File: src/rtl/ma_stage.sv
// Memory-access pipeline stage: issues data-memory loads/stores over a req/ack bus,
// stalls upstream while a transfer is outstanding, and owns the MA/WB register.
module ma_stage #(
  parameter int WIDTH     = 32,
  parameter int WB_WIDTH  = 2,
  parameter int RDS_WIDTH = 5,
  parameter int TIMEOUT   = 15
) (
  input  logic                 clk,
  input  logic                 reset,
  input  logic [WB_WIDTH-1:0]  i_WB_Ctrl,
  input  logic [4:0]           i_MEM_Ctrl,
  input  logic [WIDTH-1:0]     i_ALU_rslt,
  input  logic [WIDTH-1:0]     i_Rs2_val,
  input  logic [RDS_WIDTH-1:0] i_Rs2_addr,
  input  logic [RDS_WIDTH-1:0] i_Rds_addr,
  input  logic [WIDTH-1:0]     i_PC,
  input  logic                 i_Fwrd_Store,
  input  logic [WIDTH-1:0]     i_Data_From_WB,
  input  logic                 i_MAWB_flush,
  input  logic                 i_MAWB_stall,
  output logic                 o_dmem_req,
  output logic                 o_dmem_we,
  output logic [WIDTH-1:0]     o_dmem_addr,
  output logic [WIDTH-1:0]     o_dmem_wdata,
  output logic [3:0]           o_dmem_be,
  input  logic                 i_dmem_ack,
  input  logic [WIDTH-1:0]     i_dmem_rdata,
  output logic                 o_MA_stall,
  output logic                 o_misaligned,
  output logic                 o_bus_err,
  output logic [WIDTH-1:0]     o_Data_To_Fwd,
  output logic [WB_WIDTH-1:0]  o_MAWB_WB,
  output logic [WIDTH-1:0]     o_MAWB_Data,
  output logic [RDS_WIDTH-1:0] o_MAWB_Rds_addr,
  output logic [WIDTH-1:0]     o_MAWB_PC
);
  typedef enum logic [1:0] {IDLE, BUSY, DONE} state_t;

  state_t               state;
  logic [3:0]           tmo_cnt;
  logic [WIDTH-1:0]     addr_q, wdata_q, cap_q, pc_q;
  logic [3:0]           be_q;
  logic                 we_q, uns_q;
  logic [1:0]           lo_q, sz_q;
  logic [WB_WIDTH-1:0]  wb_q;
  logic [RDS_WIDTH-1:0] rds_q;

  logic                 memop, misal, go, tmo;
  logic [1:0]           sz, lo;
  logic [WIDTH-1:0]     sdata, wdata_n, lane, ld_fmt;
  logic [3:0]           be_n;
  logic [WB_WIDTH-1:0]  nx_wb;
  logic [WIDTH-1:0]     nx_data, nx_pc;
  logic [RDS_WIDTH-1:0] nx_rds;
  logic                 unused;

  assign sz    = i_MEM_Ctrl[3:2];
  assign lo    = i_ALU_rslt[1:0];
  assign memop = i_MEM_Ctrl[0] | i_MEM_Ctrl[1];
  assign misal = (sz == 2'b11) || (sz == 2'b01 && lo[0]) || (sz == 2'b10 && lo != 2'b00);
  assign go    = (state == IDLE) && memop && !misal;
  assign tmo   = (state == BUSY) && !i_dmem_ack && (tmo_cnt == 4'(TIMEOUT - 1));
  assign sdata = i_Fwrd_Store ? i_Data_From_WB : i_Rs2_val;
  assign unused = ^{i_Rs2_addr, lane[WIDTH-1:16]};

  always_comb begin
    be_n    = 4'b1111;
    wdata_n = sdata;
    case (sz)
      2'b00: begin be_n = 4'b0001 << lo; wdata_n = {4{sdata[7:0]}}; end
      2'b01: begin be_n = lo[1] ? 4'b1100 : 4'b0011; wdata_n = {2{sdata[15:0]}}; end
      default: ;
    endcase
  end

  // Shift the addressed lane down to bit 0, then extend by size/signedness.
  always_comb begin
    lane   = i_dmem_rdata >> {lo_q, 3'b000};
    ld_fmt = i_dmem_rdata;
    case (sz_q)
      2'b00:   ld_fmt = {{(WIDTH-8){~uns_q & lane[7]}}, lane[7:0]};
      2'b01:   ld_fmt = {{(WIDTH-16){~uns_q & lane[15]}}, lane[15:0]};
      default: ;
    endcase
  end

  assign o_dmem_req    = (state == BUSY);
  assign o_dmem_we     = we_q;
  assign o_dmem_addr   = addr_q;
  assign o_dmem_wdata  = wdata_q;
  assign o_dmem_be     = be_q;
  // Combinational terms are gated with reset so every output reads 0 while held in reset.
  assign o_MA_stall    = reset && (go || state == BUSY);
  assign o_misaligned  = reset && (state == IDLE) && memop && misal;
  assign o_bus_err     = tmo;
  assign o_Data_To_Fwd = !reset ? '0 : (state == DONE) ? cap_q : i_ALU_rslt;

  always_ff @(posedge clk or negedge reset) begin
    if (!reset) begin
      state   <= IDLE;
      tmo_cnt <= '0;
      addr_q  <= '0;
      wdata_q <= '0;
      be_q    <= '0;
      we_q    <= 1'b0;
      uns_q   <= 1'b0;
      lo_q    <= '0;
      sz_q    <= '0;
      cap_q   <= '0;
      wb_q    <= '0;
      rds_q   <= '0;
      pc_q    <= '0;
    end else begin
      case (state)
        IDLE: if (go) begin
          state   <= BUSY;
          tmo_cnt <= '0;
          addr_q  <= {i_ALU_rslt[WIDTH-1:2], 2'b00};
          we_q    <= i_MEM_Ctrl[1];
          be_q    <= be_n;
          wdata_q <= wdata_n;
          lo_q    <= lo;
          sz_q    <= sz;
          uns_q   <= i_MEM_Ctrl[4];
          wb_q    <= i_WB_Ctrl;
          rds_q   <= i_Rds_addr;
          pc_q    <= i_PC;
        end
        BUSY: if (i_dmem_ack) begin
          cap_q <= we_q ? '0 : ld_fmt;
          state <= DONE;
        end else if (tmo) begin
          cap_q <= '0;
          wb_q  <= '0;
          state <= DONE;
        end else begin
          tmo_cnt <= tmo_cnt + 4'd1;
        end
        DONE: if (!i_MAWB_stall) state <= IDLE;
        default: state <= IDLE;
      endcase
    end
  end

  // Only IDLE without a bus access and DONE carry a result; IDLE-go and BUSY load bubbles.
  always_comb begin
    nx_wb   = '0;
    nx_data = '0;
    nx_rds  = '0;
    nx_pc   = '0;
    if (state == DONE) begin
      nx_wb   = wb_q;
      nx_data = cap_q;
      nx_rds  = rds_q;
      nx_pc   = pc_q;
    end else if (state == IDLE && !go) begin
      nx_wb   = memop ? '0 : i_WB_Ctrl;
      nx_data = i_ALU_rslt;
      nx_rds  = i_Rds_addr;
      nx_pc   = i_PC;
    end
  end

  always_ff @(posedge clk or negedge reset) begin
    if (!reset) begin
      o_MAWB_WB       <= '0;
      o_MAWB_Data     <= '0;
      o_MAWB_Rds_addr <= '0;
      o_MAWB_PC       <= '0;
    end else if (i_MAWB_flush) begin
      o_MAWB_WB       <= '0;
      o_MAWB_Data     <= '0;
      o_MAWB_Rds_addr <= '0;
      o_MAWB_PC       <= '0;
    end else if (!i_MAWB_stall) begin
      o_MAWB_WB       <= nx_wb;
      o_MAWB_Data     <= nx_data;
      o_MAWB_Rds_addr <= nx_rds;
      o_MAWB_PC       <= nx_pc;
    end
  end
endmodule

File: config.mk
export PLATFORM = sky130hd
export DESIGN_NAME = ma_stage
export DESIGN_NICKNAME = d
export VERILOG_FILES = /design/src/rtl/ma_stage.sv
export SDC_FILE = /design/constraint.sdc
export NUM_CORES = 1
export LEC_CHECK = 0
export BUFFER_PORTS_ARGS = -buffer_cell sky130_fd_sc_hd__buf_2
export CAP_MARGIN = 20
export CORE_AREA = 5 5 165 167
export CTS_CLUSTER_DIAMETER = 60
export DETAILED_ROUTE_END_ITERATION = 10
export DIE_AREA = 0 0 170 172
export GPL_TIMING_DRIVEN = 0
export MAX_ROUTING_LAYER = met4
export PLACE_DENSITY = 0.68
export SYNTH_ARGS = -nofsm -noshare
export SYNTH_HDL_FRONTEND = slang
export SYNTH_SLANG_ARGS = --single-unit
File: constraint.sdc
create_clock -name clk -period 5 [get_ports clk]
set_input_delay 0.75 -clock clk [delete_from_list [all_inputs] [get_ports clk]]
set_output_delay 0.75 -clock clk [all_outputs]
set_load 0.02 [all_outputs]
==> impl_metrics.yaml <==
global_route:
  grt-ovfl-total: 0
  grt_pass1_vias: 9751
  grt_util_met1: 0.3081
  globalRouteMet3Util: 0.04801
  grt_max_degree: 118
  grt_usage: 0.2464
  grt_use_met2: 0.4015
  top_usage_layer: "met2"
  grt_pass1_wl_microns: 54890
  antenna_found_initial: 5
setup_path:
  rrSetupSlack_ns: 2.85
  cp.arrival_ns: 3.06
  end_kind: "output port"
  critPathMaxFanout: 117
  worstSetupPathType: "in2out"
  setup.worst_path.start_class: "primary input"
  worstPathRequired_ns: 4.25
final_layout:
  instances_no_fill: 1778
  n_fill_cell: 2426
  fin_nets: 1608
  fin_area_sq_mm: 0.01357
  layout-drive-gt1-share: 0.3403
  syn2layout_area_growth_pct: 27.82
  final_util: 0.5297
route:
  avgViaCountPerCell: 5.311
  ant_nets: 0
  via_count: 9443
  wl_microns: 36100
  wl_per_cell_microns: 20.30
  drc: 0
  drtPass1Iterations: 5
  drtIter0Drc: 721
sta:
  holdWs_ns: 0.2922
  min_period_ns: 3.805
  finalSetupViolations: 0
  slew_violations: 0
  finalSetupTns_ns: 0
  fmax_mhz: 262.8
  rsz0062_at_grt: "false"
  tightest_slew_ns: 0.8673
  hold_viol: 0
  max_slew_margin: 0.4218
  finalCritPeriodShare: 0.7611
  clock_skew_ns: 0.009394
power:
  p_switching_w: 0.002852
  power_frac_comb: 0.376
  p_int_w: 0.004390
  p_seq_frac: 0.390
  swShare: 0.3938
  p_clk_frac: 0.235
  power.density_mw_per_mm2: 533.7
  p_leak_nw: 7.500
  peakVddDrop_v: 0.0002970
synthesis:
  syn_inst: 1048
  yosysWarnings: 0
  synth_common_cells: "333 x nand2_1, 220 x dfrtp_1, 51 x o21ai_0, 49 x mux2i_1, 39 x a22o_1"
  yosysMostFrequentCell: "nand2_1"
  synthTopCellsByArea: "dfrtp_1 52%, nand2_1 12%, mux4_2 5.1%"
  netlist_area_sq_mm: 0.01062
  async_reset_ff_frac: 1.000
  synth.ff_latch_count: 220
  synth_edf_count: 0
  synth_top_area_frac: 0.5186
  synthFlopType: "dfrtp_1"
  ys_types: 54
  syn_avg_cell_area_sq_um: 10.13
  ys_seq_area_frac: 0.5186
  synth_top_area_cell: "dfrtp_1"
clocking:
  max-clock-path-buffers: 3
  cts_root_buffer: "clkbuf_16"
  cts.sinks: 220
  cts.reportedPaths.clkPinSlew_ns: 0.06
  hold_buffers: 0
  cts_buffers: 25
  cts.repair.resized: 0
  cts_tree: "yes"
  htree_levels: 1
  cts_setup_buffers: 0
  clkLatencyLatePin_ns: 0.51
die:
  dieHeight_microns: 172
  core_sq_mm: 0.02562
  die_area_sq_mm: 0.02924
  start_util: 0.4144
  die_w_microns: 170
  io_pins: 359
  num_rows: 59
place:
  dp_cells: 1731
  place_congestion: 0.9779
  port-buffer-count: 346
  post_dp_cell_area_sq_mm: 0.01281
  dp_hpwl_microns: 27400
hold_path:
  hold_class: "in2async"
flow_run:
  cap_violations: 0
outcome:
  outcome: "finished clean"
path summary, 6_finish.rpt:
path | from | to | cells after the start
min in group clk | i_MEM_Ctrl[4] | uns_q$_DFFE_PN0P_ | 3
max reg2reg | state[0]$_DFFE_PN0P_ | pc_q[6]$_DFFE_PN0P_ | 6
max in group asynchronous | reset | o_dmem_addr[15]$_DFFE_PN0P_ | 2
min reg2reg | o_dmem_addr[17]$_DFFE_PN0P_ | o_dmem_addr[17]$_DFFE_PN0P_ | 2
max | reset | o_misaligned | 6
min | reset | pc_q[11]$_DFFE_PN0P_ | 1
registers in the layout, summed over array words and instances (netlist names), 4 cells and up:
name / flops
o_dmem_addr: 30
rds_q: 5
tmo_cnt: 4
o_MAWB_PC: 32
o_MAWB_Rds_addr: 5
pc_q: 32
o_dmem_wdata: 32
cap_q: 32
o_MAWB_Data: 32
o_dmem_be: 4
per-layer routing:
layer,vias up,wire (microns)
li1,4371,-
met1,4576,14530
met2,416,17200
met3,80,2959
met4,0,1402
met5,-,0
cell type report:
type | count | area (sq um) | share of cell area
repair buffers | 347 | 1769 | 0.1304
clock buffers | 38 | 724.4 | 0.05339
multi-input cells | 743 | 4677 | 0.3447
plain buffers | 76 | 399.1 | 0.02942
flip-flops and latches | 220 | 5505 | 0.4058
clock inverters | 3 | 21.27 | 0.001568
well taps | 335 | 419.2 | 0.03089
diodes | 6 | 15.01 | 0.001107
inverters | 10 | 37.54 | 0.002767
worst max-delay path, stage by stage:
cell	delay, ns
buf_8	0.57
buf_16	0.47
clkbuf_1	0.44
nand2_1	0.09
nor3_1	0.39
buf_2	0.26
through the flow:
step | total power, W | setup WS [ns]
after floorplan | 0.004517 | 2.137
after global placement | 0.005515 | -1.707
after detailed placement | 0.005572 | 0.9991
after CTS | 0.007294 | 0.9975
after global routing | 0.007682 | 0.8320
final | 0.007242 | 1.195
logic make-up (layout without fill, tap and decap cells):
logic type	count (synthesis)	after routing	synth area share
other	1	8	0.0003533
multiplexers	75	75	0.09925
buffers and inverters	86	474	0.04114
adder cells (fa/ha/maj)	2	2	0.002357
flip-flops	220	220	0.5186
AND/OR/NAND/NOR	447	447	0.1821
XOR/XNOR	3	3	0.002476
AO/OA/AOI/OAI	214	214	0.1537
power groups by stage:
stage          sequential [W]  clock, W  combinational, W
2_1_floorplan         0.00319         0           0.00132
3_3_place_gp          0.00283         0           0.00268
3_5_place_dp          0.00284         0           0.00273
4_1_cts               0.00282   0.00174           0.00274
5_1_grt               0.00290   0.00180           0.00298
6_report              0.00282   0.00170           0.00272
cells in the final DEF (no fill, tap or decap), types with 2 or more instances in the layout:
cell       synthesis  layout
dfrtp_1          220     220
a221o_1           16      16
buf_4              7       7
mux2i_1           49      49
clkbuf_16          0      25
nor3_1             3       3
o21ai_0           51      51
inv_1             10      10
nand2_1          333     333
buf_2             28     373
nand2b_1          10      10
xor2_1             3       3
a22o_1            39      39
clkbuf_1          34      42
or3_1              3       3
o21ai_2           30      30
nor2_1            25      25
buf_6              7       7
mux2_2             2       2
ha_1               2       2
diode_2            0       6
a21oi_1           10      10
mux4_2            24      24
and2_1             9       9
clkbuf_8           0       5
nand3_1           15      15
o221ai_1           8       8
nor4b_1            2       2
a22oi_1            9       9
and3_1             2       2
conb_1             1       2
nor2b_1           34      34
o311ai_0           2       2
a21o_1            37      37
(Power assumes the default switching activity.)
